File: src/rtl/alu_pkg.sv
// Shared types and constants for the ALU command sequencer.
// Holds the ALU mode encoding, sequencer states and a mode legality helper.
package alu_pkg;

    typedef enum logic [3:0] {
        ADD = 4'd0,
        SUB = 4'd1,
        AND = 4'd2,
        OR  = 4'd3,
        XOR = 4'd4,
        SLL = 4'd5,
        SRL = 4'd6,
        MUL = 4'd7
    } alu_mode;

    localparam logic [3:0] ALU_MODE_MAX = 4'd7;

    typedef enum logic [1:0] {
        IDLE = 2'd0,
        EXEC = 2'd1,
        RESP = 2'd2
    } seq_state_e;

    function automatic logic mode_is_legal(input logic [3:0] m);
        return (m <= ALU_MODE_MAX);
    endfunction

endpackage

File: src/rtl/alu.sv
// Combinational ALU evaluating one alu_mode operation on two operands.
// Ports: a, b (WIDTH) operands; mode (4) operation; result (WIDTH),
// carry (carry/borrow for ADD/SUB), err (mode outside alu_mode).
module alu
    import alu_pkg::*;
#(
    parameter int WIDTH = 32
) (
    input  logic [WIDTH-1:0] a,
    input  logic [WIDTH-1:0] b,
    input  logic [3:0]       mode,
    output logic [WIDTH-1:0] result,
    output logic             carry,
    output logic             err
);

    localparam int SHW = $clog2(WIDTH);

    logic [WIDTH:0] sum;

    always_comb begin
        result = '0;
        carry  = 1'b0;
        err    = 1'b0;
        sum    = '0;
        if (!mode_is_legal(mode)) begin
            err = 1'b1;
        end else begin
            case (alu_mode'(mode))
                ADD: begin
                    sum    = {1'b0, a} + {1'b0, b};
                    result = sum[WIDTH-1:0];
                    carry  = sum[WIDTH];
                end
                SUB: begin
                    // bit WIDTH of the extended difference is the borrow
                    sum    = {1'b0, a} - {1'b0, b};
                    result = sum[WIDTH-1:0];
                    carry  = sum[WIDTH];
                end
                AND: result = a & b;
                OR:  result = a | b;
                XOR: result = a ^ b;
                SLL: result = a << b[SHW-1:0];
                SRL: result = a >> b[SHW-1:0];
                MUL: result = a * b;
                default: err = 1'b1;
            endcase
        end
    end

endmodule

File: src/rtl/alu_cmd_seq.sv
// Command sequencer: queues ALU commands in a FIFO, executes them in order
// and returns one response per command over a valid/ready handshake.
// Ports: clk, rst (sync, active-high); cmd_* command input channel;
// rsp_* response output channel; fifo_count current queue occupancy.
module alu_cmd_seq
    import alu_pkg::*;
#(
    parameter int WIDTH = 32,
    parameter int DEPTH = 4
) (
    input  logic                     clk,
    input  logic                     rst,
    input  logic                     cmd_valid,
    output logic                     cmd_ready,
    input  logic [WIDTH-1:0]         cmd_a,
    input  logic [WIDTH-1:0]         cmd_b,
    input  logic [3:0]               cmd_mode,
    input  logic [3:0]               cmd_tag,
    output logic                     rsp_valid,
    input  logic                     rsp_ready,
    output logic [WIDTH-1:0]         rsp_result,
    output logic                     rsp_carry,
    output logic [3:0]               rsp_tag,
    output logic                     rsp_err,
    output logic [$clog2(DEPTH):0]   fifo_count
);

    localparam int PW = $clog2(DEPTH);
    localparam int CW = PW + 1;

    typedef struct packed {
        logic [WIDTH-1:0] a;
        logic [WIDTH-1:0] b;
        logic [3:0]       mode;
        logic [3:0]       tag;
    } cmd_t;

    seq_state_e state_q, state_d;

    cmd_t          mem_q [DEPTH];
    cmd_t          mem_d [DEPTH];
    logic [PW-1:0] wr_ptr_q, wr_ptr_d;
    logic [PW-1:0] rd_ptr_q, rd_ptr_d;
    logic [CW-1:0] count_q, count_d;

    cmd_t op_q, op_d;

    logic [WIDTH-1:0] rsp_result_q, rsp_result_d;
    logic             rsp_carry_q, rsp_carry_d;
    logic [3:0]       rsp_tag_q, rsp_tag_d;
    logic             rsp_err_q, rsp_err_d;

    logic [WIDTH-1:0] alu_result;
    logic             alu_carry;
    logic             alu_err;

    logic push;
    logic pop;
    logic fifo_empty;

    // Ready uses only registered occupancy; rst gates it so nothing is
    // accepted during reset.
    assign cmd_ready  = !rst && (count_q < CW'(DEPTH));
    assign push       = cmd_valid && cmd_ready;
    assign fifo_empty = (count_q == '0);

    alu #(
        .WIDTH (WIDTH)
    ) u_alu (
        .a      (op_q.a),
        .b      (op_q.b),
        .mode   (op_q.mode),
        .result (alu_result),
        .carry  (alu_carry),
        .err    (alu_err)
    );

    always_comb begin
        state_d      = state_q;
        op_d         = op_q;
        rsp_result_d = rsp_result_q;
        rsp_carry_d  = rsp_carry_q;
        rsp_tag_d    = rsp_tag_q;
        rsp_err_d    = rsp_err_q;
        pop          = 1'b0;
        unique case (state_q)
            IDLE: begin
                if (!fifo_empty) begin
                    pop     = 1'b1;
                    state_d = EXEC;
                end
            end
            EXEC: begin
                rsp_result_d = alu_result;
                rsp_carry_d  = alu_carry;
                rsp_tag_d    = op_q.tag;
                rsp_err_d    = alu_err;
                state_d      = RESP;
            end
            RESP: begin
                if (rsp_ready) begin
                    if (!fifo_empty) begin
                        pop     = 1'b1;
                        state_d = EXEC;
                    end else begin
                        state_d = IDLE;
                    end
                end
            end
            default: state_d = IDLE;
        endcase
        if (pop) begin
            op_d = mem_q[rd_ptr_q];
        end
    end

    always_comb begin
        mem_d = mem_q;
        if (push) begin
            mem_d[wr_ptr_q] = '{a: cmd_a, b: cmd_b,
                                mode: cmd_mode, tag: cmd_tag};
        end
        // pointers wrap naturally since DEPTH is a power of two
        wr_ptr_d = wr_ptr_q + PW'(push);
        rd_ptr_d = rd_ptr_q + PW'(pop);
        count_d  = count_q + CW'(push) - CW'(pop);
    end

    always_ff @(posedge clk) begin
        if (rst) begin
            state_q      <= IDLE;
            wr_ptr_q     <= '0;
            rd_ptr_q     <= '0;
            count_q      <= '0;
            op_q         <= '0;
            rsp_result_q <= '0;
            rsp_carry_q  <= 1'b0;
            rsp_tag_q    <= '0;
            rsp_err_q    <= 1'b0;
        end else begin
            state_q      <= state_d;
            wr_ptr_q     <= wr_ptr_d;
            rd_ptr_q     <= rd_ptr_d;
            count_q      <= count_d;
            op_q         <= op_d;
            rsp_result_q <= rsp_result_d;
            rsp_carry_q  <= rsp_carry_d;
            rsp_tag_q    <= rsp_tag_d;
            rsp_err_q    <= rsp_err_d;
        end
    end

    // Storage needs no reset: entries are only read after being written.
    always_ff @(posedge clk) begin
        mem_q <= mem_d;
    end

    assign rsp_valid  = (state_q == RESP);
    assign rsp_result = rsp_result_q;
    assign rsp_carry  = rsp_carry_q;
    assign rsp_tag    = rsp_tag_q;
    assign rsp_err    = rsp_err_q;
    assign fifo_count = count_q;

endmodule

File: config.mk
export PLATFORM = sky130hd
export DESIGN_NAME = alu_cmd_seq
export DESIGN_NICKNAME = d
export VERILOG_FILES = /design/src/rtl/alu_pkg.sv /design/src/rtl/alu.sv /design/src/rtl/alu_cmd_seq.sv
export SDC_FILE = /design/constraint.sdc
export NUM_CORES = 2
export LEC_CHECK = 0
export ABC_CLOCK_PERIOD_IN_PS = 11400
export CAP_MARGIN = 30
export CORE_MARGIN = 3
export CORE_UTILIZATION = 45
export CTS_CLUSTER_DIAMETER = 80
export DETAILED_ROUTE_END_ITERATION = 8
export HOLD_SLACK_MARGIN = 0.08
export PLACE_DENSITY = 0.67
export SKIP_LAST_GASP = 1
export SLEW_MARGIN = 30
export SYNTH_ARGS = -nofsm -noshare
export SYNTH_HDL_FRONTEND = slang
export SYNTH_SLANG_ARGS = --single-unit
File: constraint.sdc
create_clock -name clk -period 11.4 [get_ports clk]
set_clock_uncertainty 0.2 [all_clocks]
set_input_delay 1.71 -clock clk [delete_from_list [all_inputs] [get_ports clk]]
set_output_delay 1.71 -clock clk [all_outputs]
set_load 0.005 [all_outputs]
# ---- Word-level counts from Yosys, hierarchy flattened
# Cells that the tools add are included.
dict set report word_totals {
  word_cells 86
  ff_bits 407
  rom_bits 0
  latchBits 0
  memories 0
  ram_bits 0
  output_inout_bits 43
  inputBits 76
}
dict set report op_classes {
  bitwise_logic 5
  mux 19
  div_mod_pow 0
  n_eq_ne 11
  shifts 2
  reduce_logical 9
  order_cmp 5
  mul 1
  add_sub_neg 6
}
# operator n
set op_table {}
lappend op_table {{288-bit bitwise mux} 1}
lappend op_table {{32-bit case mux with 8 select lines} 1}
lappend op_table {{72-bit 2-to-1 mux} 3}
lappend op_table {{72-bit binary-select mux with 2-bit select} 1}
lappend op_table {{72-bit demux with 2-bit select} 1}
lappend op_table {{32-bit by 32-bit adder with 33-bit output} 1}
lappend op_table {{32-bit by 32-bit subtractor with 33-bit output} 1}
lappend op_table {{32-bit AND} 1}
lappend op_table {{32-bit by 32-bit multiplier with 32-bit output} 1}
lappend op_table {{32-bit 2-to-1 mux} 1}
lappend op_table {{32-bit OR} 1}
lappend op_table {{32-bit by 5-bit << shifter with 32-bit output} 1}
lappend op_table {{32-bit by 5-bit >> shifter with 32-bit output} 1}
lappend op_table {{32-bit bitwise XOR} 1}
lappend op_table {{4-bit by 3-bit == test with 1-bit output, second input constant} 4}
lappend op_table {{4-bit by 2-bit == test with 1-bit output, second input constant} 2}
lappend op_table {{8-bit OR reduction} 1}
lappend op_table {{3-bit >= comparator, second input constant} 2}
lappend op_table {{1-bit 2-to-1 mux} 6}
lappend op_table {{2-bit NOT with 3-bit output} 2}
lappend op_table {{2-bit case mux with 3 select lines} 1}
lappend op_table {{2-bit by 1-bit adder with 2-bit output} 2}
lappend op_table {{4-bit by 1-bit == test with 1-bit output, second input constant} 1}
lappend op_table {{4-bit by 3-bit less-or-equal comparator with 1-bit output, second input constant} 1}
lappend op_table {{other kinds (16)} 20}

# ---- Logic depth before layout (Yosys ltp)
dict set report logic_depth {
  ltp_word 6
  ltp_mapped 30
}

# ---- Cells and area by module
# A second synthesis with hierarchy kept.
dict set report hier_totals {
  cells_unflattened 3720
  hier_area_um2 37100.6
}
# module cells_each seq_area_each_um2 n_inst area_each_um2
set modules_own_cells {}
lappend modules_own_cells {alu 2891 0.0 1 22332.7}
lappend modules_own_cells {alu_cmd_seq 829 11030.6 1 14767.9}

# ---- Least setup slack after synthesis
# Ideal clock, no wire load.
dict set report synth_path {
  path_kind {register to register}
  from {register op_q[10] (netlist name)}
  to {register rsp_result_q[31] (netlist: rsp_result[31])}
  arrival_time_ns 8.042
  path_slack_ns 3.078
  setup_time_ns 0.081
  path_stages_with_launch 31
  path_cell_list {dfxtp_1 clkbuf_1 inv_1 buf_2 buf_1 clkbuf_1 clkbuf_1 nor2_1 fa_1 inv_1 fa_1 fa_1 fa_1 inv_1 fa_1 inv_1 fa_1 inv_1 fa_1 fa_1 ha_1 and3_1 and3b_1 a211oi_1 nor2b_1 o22ai_1 a2bb2oi_1 a31oi_1 xnor2_1 nand2_1 a41oi_1}
}
dict set report synth_between {
  elab_chain_cells 3
  word_cells_on_any_way 7
  classes_between {2 x add/sub; 1 x mul; 2 x shift; 2 x mux}
}
# element line_no
set synth_lines {}
lappend synth_lines {{start, declared} alu_cmd_seq.sv:46} ;# cmd_t op_q, op_d;
lappend synth_lines {{start signal, assigned} alu_cmd_seq.sv:145} ;# op_q <= op_d;
lappend synth_lines {{32-bit by 32-bit multiplier with 32-bit output, or another cell as far along} alu.sv:46} ;# MUL: result = a * b;
lappend synth_lines {{32-bit case mux with 8 select lines *} alu.sv:29} ;# case (alu_mode'(mode))
lappend synth_lines {{32-bit 2-to-1 mux *} alu.sv:26} ;# if (!mode_is_legal(mode)) begin
lappend synth_lines {{end signal, assigned} alu_cmd_seq.sv:146} ;# rsp_result_q <= rsp_result_d;
lappend synth_lines {{end, declared} alu_cmd_seq.sv:48} ;# logic [WIDTH-1:0] rsp_result_q, rsp_result_d;
# Mark *: on every way between the ends. The rest lies on a longest branch, timed or not.
# A chain may end at the register's enable or synchronous reset.

# ---- Final worst setup path
dict set report layout_path {
  from {register op_q[49] (netlist name)}
  to {register rsp_result_q[26] (netlist: rsp_result[26])}
}
# The elaborated chain is that of the path after synthesis.

==> qor.yml <==
power:
  vdd_ir_drop_max_mv: 0.156
  power_density_mw_per_mm2: 290
  cellLeakagePower_nw: 16.5
  p_int_mw: 5.46
  pwr-share-comb_pct: 69.8
  pwr-share-seq_pct: 17.9
  power.share.switching_pct: 54.2
  power.share.clock_pct: 12.3
  netSwitchingPower_mw: 6.46
yosys:
  yosysUniqueCellTypes: 86
  async_flop_share_pct: 0
  synth_mux_area_share_pct: 7.04
  synth_ff_type: "edfxtp_1"
  synth_xor_area_share_pct: 2.25
  synthAdderAreaFrac_pct: 29.6
  yosys.area_share.simple_pct: 12.5
  synth_edf_count: 288
  synth-compound-area-share_pct: 11.8
  synth_top_family_by_area: "adder cells"
  ys_ff_latch: 407
  syn-cell-area_mm2: 0.0373
  synthTopCellsByCount: "nand2_1, nor2_1, inv_1"
  synth.avg_cell_area_um2: 9.79
  synth.most_common_cell: "nand2_1"
  yosys_warnings: 0
  syn_nets: 4523
  synth_top_area_share_pct: 23.2
  netlist_instances: 3812
  synthTopCellsByArea: "edfxtp_1, fa_1, ha_1"
  yosysSeqAreaShare_pct: 29.6
  yosysTopAreaCell: "edfxtp_1"
cells_and_area:
  drive_above_1_share_pct: 7.63
  syn_to_final_growth_pct: 10.1
  diodes: 0
  fin_area_mm2: 0.0411
  fill_cells: 7445
  nets: 4526
placement:
  placed_area_mm2: 0.0396
  dpl.hpwl_mm: 95.9
  place.gp.congestion: 1.03
  portBuffers: 118
clocking:
  cts.clk_slew.worst_paths_ns: 0.06
  cts_sinks: 407
  post_cts_buffers: 0
  cts_buffers: 45
  clk_latency_ns: 0.62
  cts_root_buf: "clkbuf_16"
  cts_tree: "done"
  cts_max_level: 2
  cts_resized: 0
  cts.path.max_buffers: 3
  cts_hold_buf: 0
setup_path:
  cp_cell_sequence: "buf_4, inv_1, nor2_1, fa_1, inv_1, fa_1, fa_1, inv_1, fa_1, fa_1, fa_1, fa_1, fa_1, ha_1, a2111oi_0, o21ai_0, a32oi_1, a21boi_0, a211oi_1, o2111a_1, a31o_1, o21ai_1"
  cp_slowest_cell: "dfxtp_1"
  cp_top_family: "adder cells"
  start_kind: "flip-flop"
  critPathBufInv: 4
  endpoint_kind: "flip-flop"
  arrival_ns: 8.80
  cpPeakStageDelay_ns: 0.88
  worstSetupPathDepth: 22
  cpMostUsedCell: "fa_1"
  cp.required_ns: 11.75
  critPathMaxFanout: 13
  ff2ff_path_depth: 22
  worstSetupPathType: "flip-flop to flip-flop"
sta:
  post-route-period-util_pct: 74.1
  setup_tns_ns: 0
  rsz0062_at_grt: "false"
  relSlewSlack_pct: 30.0
  period_needed_ns: 8.45
  slew_viol_final: 0
  finalHoldViolations: 0
  worst_pin_slew_ns: 1.04
  fmax_mhz: 118
  setup_viol: 0
global_routing:
  grt_pass1_vias: 30315
  grt_max_degree: 75
  grt_use_total_pct: 30.4
  antenna_found_initial: 0
  grt_pass1_wl_mm: 196
  grt_overflow: 0
drt:
  ant_nets: 0
  dr.first_iter.drc_count: 3311
  route.detailed.drc: 0
  routed_wl_mm: 130
  num_vias: 29774
  wl_per_cell_um: 26.4
  vias_per_cell: 6.06
  drt-pass1-iter-count: 7
floorplanning:
  rows: 104
  die_area_mm2: 0.0864
  core_area_mm2: 0.0813
  start_util_pct: 45.9
  die-height_um: 294
  io_pins: 119
  die_w_um: 294
min_path:
  min_path_type: "flip-flop to flip-flop"
  min_path_cells: 2
job:
  drv_cap: 0
status:
  run_status: "complete, no violations"
registers in the layout, indices dropped and copies added, names as in the netlist:
signal	flops
rsp_err	1
mem_q	288
wr_ptr_q	2
state_q	2
rsp_tag	4
rsp_carry	1
fifo_count	3
op_q	72
rsp_result	32
rd_ptr_q	2
worst paths after layout:
| path | start | end | slack (ns) |
|---|---|---|---|
| worst max-delay path | op_q[49]$_SDFFE_PP0P_ | rsp_result[26]$_SDFFE_PP0N_ | 2.95 |
| worst min-delay path | rsp_result[21]$_SDFFE_PP0N_ | rsp_result[21]$_SDFFE_PP0N_ | 0.25 |
| worst max register to register | op_q[49]$_SDFFE_PP0P_ | rsp_result[26]$_SDFFE_PP0N_ | 2.95 |
| worst min register to register | rsp_result[21]$_SDFFE_PP0N_ | rsp_result[21]$_SDFFE_PP0N_ | 0.25 |
cells by family (layout without fill, tap and decap cells):
kind of cell,after synthesis,after routing
xor+xnor,96,96
buf+inv,715,755
mux,151,151
fa+ha+maj,635,635
flops,407,407
simple gates,1128,1128
compound gates,680,680
power by group through the flow:
stage | Sequential [mW] | Clock, mW | Combinational, mW
final | 2.13 | 1.47 | 8.32
after global placement | 2.14 | 0 | 8.01
after floorplan | 1.95 | 0 | 5.31
after CTS | 2.12 | 1.50 | 8.10
after detailed placement | 2.15 | 0 | 8.06
after global routing | 2.14 | 1.56 | 8.84
layer usage:
layer | GRT usage [%] | up-vias | part of all wire (%)
li1 | - | 12841 | -
met1 | 40.2 | 14769 | 39
met2 | 46.5 | 1688 | 44
met3 | 5.97 | 476 | 9.6
met4 | 17.9 | 0 | 7.3
met5 | 0 | - | 0
worst min-delay path, cell delays in order (launching register included):
cell     delay, ns
dfxtp_1       0.31
nand2_1       0.05
o21ai_1       0.05
through the flow:
stage	hold slack [ns]	power (mW)	util [%]	setup slack, ns	std cells
after detailed placement	0.242	10.2	48.6	3.12	4828
after CTS	0.250	11.7	50.5	3.12	4912
after global routing	0.275	12.5	50.5	2.59	4912
final	0.249	11.9	50.5	2.95	4912
after floorplan	0.232	7.27	-	3.08	3812
after global placement	0.241	10.1	48.6	3.20	4827
placed cells by master, fill, tap and decap left out, types with 27 or more instances in the layout:
master	synthesis	layout
dfxtp_1	119	113
o21ai_1	43	43
a21oi_1	221	221
buf_4	1	75
mux2i_1	50	50
fa_1	411	411
nand2_1	474	474
clkbuf_16	0	45
nor3_1	40	38
o211ai_1	27	27
mux4_2	88	88
nor2_1	469	468
a21o_1	28	28
xnor2_1	73	73
a211oi_1	28	28
inv_1	457	456
clkdlybuf4s50_1	0	117
o21ai_0	94	94
nand3_1	28	28
edfxtp_1	288	288
ha_1	224	224
area by class of cell:
type	count	area [um^2]	share of cell area (%)
Clock inverter	22	254	0.618
Clock buffer	62	1260	3.07
Timing Repair Buffer	195	1770	4.31
Sequential cell	407	11000	26.9
Multi-Input combinational cell	2690	23600	57.5
Inverter	476	1790	4.35
Tap cell	1060	1330	3.23
(Power assumes the default switching activity.)
